`src/rtl/mem_port_arbiter.sv`:
```
// Load/store port arbiter: one outstanding memory request, per-port completion, WAIT timeout.
// Latency: accept->mem_req_valid 1 cycle, resp_valid 1 cycle after mem_resp_valid. Define MEM_ARB_RR_EN for round-robin (default load-priority).
module mem_port_arbiter #(
    parameter int TIMEOUT_CYCLES = 255
) (
    input  logic        clk,
    input  logic        rst,
    input  logic        ld_valid,
    output logic        ld_ready,
    input  logic [31:0] ld_addr,
    input  logic        st_valid,
    output logic        st_ready,
    input  logic [31:0] st_addr,
    input  logic [31:0] st_wdata,
    input  logic [3:0]  st_wstrb,
    output logic        mem_req_valid,
    input  logic        mem_req_ready,
    output logic [31:0] mem_addr,
    output logic        mem_we,
    output logic [31:0] mem_wdata,
    output logic [3:0]  mem_wstrb,
    input  logic        mem_resp_valid,
    input  logic [31:0] mem_rdata,
    output logic        ld_resp_valid,
    output logic [31:0] ld_resp_rdata,
    output logic        ld_resp_err,
    output logic        st_resp_valid,
    output logic        st_resp_err
);

    localparam logic [1:0] S_IDLE  = 2'd0;
    localparam logic [1:0] S_ISSUE = 2'd1;
    localparam logic [1:0] S_WAIT  = 2'd2;
    localparam logic [1:0] S_RESP  = 2'd3;

    localparam logic [7:0] TIMEOUT_LIM = 8'(TIMEOUT_CYCLES);

    logic [1:0]  state;
    logic [7:0]  wait_cnt;
    logic [7:0]  wait_cnt_nxt;
    logic        timeout_hit;
    logic [31:0] addr_q;
    logic [31:0] wdata_q;
    logic [3:0]  wstrb_q;
    logic        we_q;
    logic        owner_st_q;
    logic [31:0] rdata_q;
    logic        err_q;
    logic        prefer_ld;
    logic        grant_ld;
    logic        ld_acc;
    logic        st_acc;

`ifdef MEM_ARB_RR_EN
    logic        last_grant_st;
    assign prefer_ld = last_grant_st;
`else
    assign prefer_ld = 1'b1;
`endif

    always_comb begin
        grant_ld = ld_valid && (!st_valid || prefer_ld);
        ld_ready = (state == S_IDLE) && grant_ld;
        st_ready = (state == S_IDLE) && st_valid && !grant_ld;
        ld_acc   = ld_valid && ld_ready;
        st_acc   = st_valid && st_ready;
    end

    // Counter value after this WAIT cycle; reaching the limit means the budget is spent.
    assign wait_cnt_nxt = wait_cnt + 8'd1;
    assign timeout_hit  = (wait_cnt_nxt == TIMEOUT_LIM);

    always_ff @(posedge clk) begin
        if (rst) begin
            state      <= S_IDLE;
            wait_cnt   <= 8'd0;
            addr_q     <= 32'd0;
            wdata_q    <= 32'd0;
            wstrb_q    <= 4'd0;
            we_q       <= 1'b0;
            owner_st_q <= 1'b0;
            rdata_q    <= 32'd0;
            err_q      <= 1'b0;
`ifdef MEM_ARB_RR_EN
            last_grant_st <= 1'b1;
`endif
        end else begin
            case (state)
                S_IDLE: begin
                    if (ld_acc || st_acc) begin
                        addr_q     <= ld_acc ? ld_addr : st_addr;
                        wdata_q    <= ld_acc ? 32'd0 : st_wdata;
                        wstrb_q    <= ld_acc ? 4'd0 : st_wstrb;
                        we_q       <= !ld_acc;
                        owner_st_q <= !ld_acc;
                        state      <= S_ISSUE;
`ifdef MEM_ARB_RR_EN
                        last_grant_st <= !ld_acc;
`endif
                    end
                end
                S_ISSUE: begin
                    if (mem_req_ready) begin
                        wait_cnt <= 8'd0;
                        state    <= S_WAIT;
                    end
                end
                S_WAIT: begin
                    // A response landing on the timeout cycle still wins.
                    if (mem_resp_valid) begin
                        rdata_q <= mem_rdata;
                        err_q   <= 1'b0;
                        state   <= S_RESP;
                    end else if (timeout_hit) begin
                        rdata_q <= 32'd0;
                        err_q   <= 1'b1;
                        state   <= S_RESP;
                    end else begin
                        wait_cnt <= wait_cnt_nxt;
                    end
                end
                S_RESP: begin
                    state <= S_IDLE;
                end
                default: begin
                    state <= S_IDLE;
                end
            endcase
        end
    end

    always_comb begin
        mem_req_valid = (state == S_ISSUE);
        mem_addr      = addr_q;
        mem_we        = we_q;
        mem_wdata     = wdata_q;
        mem_wstrb     = wstrb_q;
        ld_resp_valid = (state == S_RESP) && !owner_st_q;
        st_resp_valid = (state == S_RESP) && owner_st_q;
        ld_resp_rdata = ld_resp_valid ? rdata_q : 32'd0;
        ld_resp_err   = ld_resp_valid && err_q;
        st_resp_err   = st_resp_valid && err_q;
    end

endmodule

```
`config.mk`:
```
export PLATFORM = sky130hd
export DESIGN_NAME = mem_port_arbiter
export DESIGN_NICKNAME = d
export VERILOG_FILES = /design/src/rtl/mem_port_arbiter.sv
export SDC_FILE = /design/constraint.sdc
export NUM_CORES = 1
export LEC_CHECK = 0
export BUFFER_PORTS_ARGS = -buffer_cell sky130_fd_sc_hd__buf_2
export CORE_MARGIN = 1.5
export CORE_UTILIZATION = 39
export CTS_CLUSTER_SIZE = 14
export DETAILED_ROUTE_END_ITERATION = 16
export HOLD_SLACK_MARGIN = 0.02
export PLACE_DENSITY = 0.74
export SETUP_SLACK_MARGIN = 0.15
export SYNTH_ARGS = -nofsm -noshare
export SYNTH_HDL_FRONTEND = slang
export SYNTH_SLANG_ARGS = --single-unit
```
`constraint.sdc`:
```
create_clock -name clk -period 1.7 [get_ports clk]
set_input_delay 0.17 -clock clk [delete_from_list [all_inputs] [get_ports clk]]
set_output_delay 0.17 -clock clk [all_outputs]
set_load 0.05 [all_outputs]
```
==> flow_metrics.tcl <==
set metrics [dict create \
    status "finished, violations left" \
    violations "setup timing" \
    p_switching_uw 5110 \
    finalSetupViolCount 76 \
    fin_crit_sh_pct 114 \
    powerDensity_nw_per_um2 1420 \
    worstRegToRegCells 8 \
    cts_buffer_depth 2 \
    worstReg2RegStart "wait_cnt[0]" \
    critPathLaunchType "flop" \
    synth_edf_count 0 \
    placementRows 39 \
    hold_ws_ns 0.0319 \
    clkTransAtPathRegs_ns 0.08 \
    routed_wl_um 17700 \
    combPwrFrac_pct 52.4 \
    final_cell_mix "207 x buf_2, 107 x dfxtp_1, 71 x nor2_1, 35 x buf_8, 34 x and2_4" \
    min_period_ns 1.94 \
    slew_viol_final 0 \
    ys_seq_area_share_pct 49.4 \
    max_cap_violations 0 \
    drt_iter0_drc 221 \
    cp_data_required_time_ns 1.53 \
    relSlewSlack_pct 64.2 \
    utilization_pct 73.8 \
    critPathArrivalTime_ns 1.77 \
    synth_nets 608 \
    routed_via_density 5.44 \
    io_pins 246 \
    fill_cells 733 \
    port_buffers 245 \
    grt_pass1_vias 5160 \
    holdPathStages 2 \
    worstReg2RegEnd "rdata_q[27]" \
    fp.coreArea_sq_um 11400 \
    die-area_sq_um 12300 \
    hpwl_um 8830 \
    worstHoldStart "mem_rdata[5]" \
    path_cells "buf_6 > ha_4 > nor2b_4 > buf_6 > buf_16 > and2_4 > buf_8" \
    cpPeakStageDelay_ns 0.38 \
    drtPass1Iterations 4 \
    layout_commonest_cell "buf_2" \
    reg2reg_slack_ns -0.16 \
    fmax_mhz 516 \
    synth_area_leaders "dfxtp_1 49%, mux2i_1 7.3%, nor2_1 6.3%" \
    via_count 5000 \
    finalSetupTns_ns -9.61 \
    slowest_stage "dfxtp_2" \
    antenna_left 0 \
    hold_end "rdata_q[5]" \
    clk-insertion-delay-late_ns 0.37 \
    synth_area_leader_cell "dfxtp_1" \
    grtUsageTotal_pct 26.4 \
    syn_area_sq_um 4530 \
    finalHoldViolCount 0 \
    tritoncts "yes" \
    path_class "flop to output port" \
    yosys_warnings 0 \
    gr-total-overflow 0 \
    endpoint_kind "output port" \
    cts.sinks 112 \
    n_antenna_cell 0 \
    clock_skew_ns 0.00850 \
    final_cell_area_sq_um 8400 \
    fin_nets 916 \
    antenna_found_initial 0 \
    grt_max_degree 48 \
    ys_ff_latch 112 \
    vdd_drop_max_uv 1180 \
    synth_cell_types 40 \
    yosysTopAreaCellShare_pct 49.4 \
    drc 0 \
    sequentialPowerShare_pct 29.3 \
    worstMarginPinSlew_ns 0.537 \
    placed_cell_area_sq_um 6160 \
    power_leakage_uw 0.00375 \
    h-tree-depth 3 \
    p_int_uw 6850 \
    wl_per_cell_um 19.3 \
    power.total_uw 12000 \
    grt_pass1_wl_um 25900 \
    async_flop_share_pct 0 \
    critPathMaxFanout 4 \
    cts-root-buf "clkbuf_16" \
    setup_ws_ns -0.239 \
    initial_core_util_pct 39.9 \
    area_delta_synth_final_pct 85.2 \
    hp-class "primary input to flop" \
    power_frac_clock_pct 18.3 \
    dominantRegCellSynth "dfxtp_1" \
    cts_buffers 9 \
    die_w_um 111 \
    grt_setup_unrepaired "yes" \
    synthCells 463 \
    syn_area_per_cell_sq_um 9.79 \
    sw_frac_of_total_pct 42.7 \
    die_h_um 111 \
    drive_gt1_share_pct 60.2 \
    path_common_cell "buf_6" \
    place_congestion 0.790 \
]
cells in the mapped netlist, types with 2 or more instances:
cell	count
o21bai_1	2
buf_2	5
a21o_1	6
mux2i_1	33
a211oi_1	32
buf_1	2
nor3_1	8
dfxtp_1	112
clkbuf_1	24
o21ai_0	3
clkbuf_8	3
buf_4	2
nand2b_1	2
inv_1	4
a22o_2	3
a21oi_1	7
nor2_1	76
and4_1	2
nor2b_1	3
nand2_1	5
a22oi_1	36
and2_1	36
and3_1	2
ha_1	7
nand3_1	5
a22o_1	29
layout make-up:
class / instances / area (sq um) / area share (%)
Timing Repair Buffer: 332 / 2920 / 34.8
Inverter: 4 / 22.5 / 0.268
Clock inverter: 7 / 68.8 / 0.820
Sequential cell: 112 / 2260 / 26.9
Clock buffer: 9 / 225 / 2.68
Multi-Input combinational cell: 312 / 2720 / 32.4
Tap cell: 143 / 179 / 2.13
sequential cells by signal, summed over array words and instances (netlist names):
signal / count
err_q: 1
mem_addr: 32
mem_wdata: 32
mem_wstrb: 4
owner_st_q: 1
rdata_q: 32
state: 2
wait_cnt: 8
cells by family after synthesis:
kind of cell	synth area share [%]
simple gates	15.1
mux	7.28
buf+inv	4.28
compound gates	21.2
xor+xnor	0.745
flops	49.4
fa+ha+maj	1.93
critical path: cells and delay by family (launching register included):
family | cells | cell delay [ns]
adders and majority gates | 1 | 0.13
buffers and inverters | 4 | 0.55
DFF | 1 | 0.38
and+or+nand+nor | 2 | 0.34
per-layer routing:
metal	vias up	global-route usage [%]	routed length, um
met5	-	0	0
met4	0	11.8	708
met3	46	5.41	1090
met2	238	51.2	9540
met1	2437	27.0	6370
li1	2279	-	-
per-stage QoR:
| stage | setup slack [ns] | instances |
|---|---|---|
| floorplan | -0.0371 | 463 |
| global placement | -0.189 | 840 |
| detailed placement | -0.264 | 840 |
| CTS | -0.149 | 911 |
| global route | -0.250 | 919 |
| finish | -0.239 | 919 |
power groups by stage:
stage / Sequential (uW) / Combinational (uW) / Clock, uW
detailed placement: 3480 / 4210 / 0
finish: 3500 / 6270 / 2190
global placement: 3460 / 4130 / 0
CTS: 3450 / 5820 / 2180
floorplan: 4940 / 1620 / 0
global route: 3560 / 6550 / 2320
worst max-delay path by stage:
| stage | slack, ns | end | startpoint | cells past startpoint |
|---|---|---|---|---|
| global route | -0.25 | ld_resp_rdata[4] | state[1] | 7 |
| global placement | -0.19 | rdata_q[18] | state[0] | 5 |
| finish | -0.24 | ld_resp_rdata[4] | state[1] | 7 |
| detailed placement | -0.26 | rdata_q[9] | state[0] | 5 |
| CTS | -0.15 | ld_resp_rdata[1] | state[1] | 7 |
| floorplan | -0.04 | wait_cnt[3] | state[1] | 7 |
timing repair:
item                                    CTS  global route
cloned                                   17             2
hold endpoints to repair                 16             1
hold buffers                             16             1
setup buffers                            22             5
pin swaps                                54            22
endpoints found under the setup margin  145           148
gates resized for setup                 208            67
No activity file was read; power rests on OpenSTA's default activity.
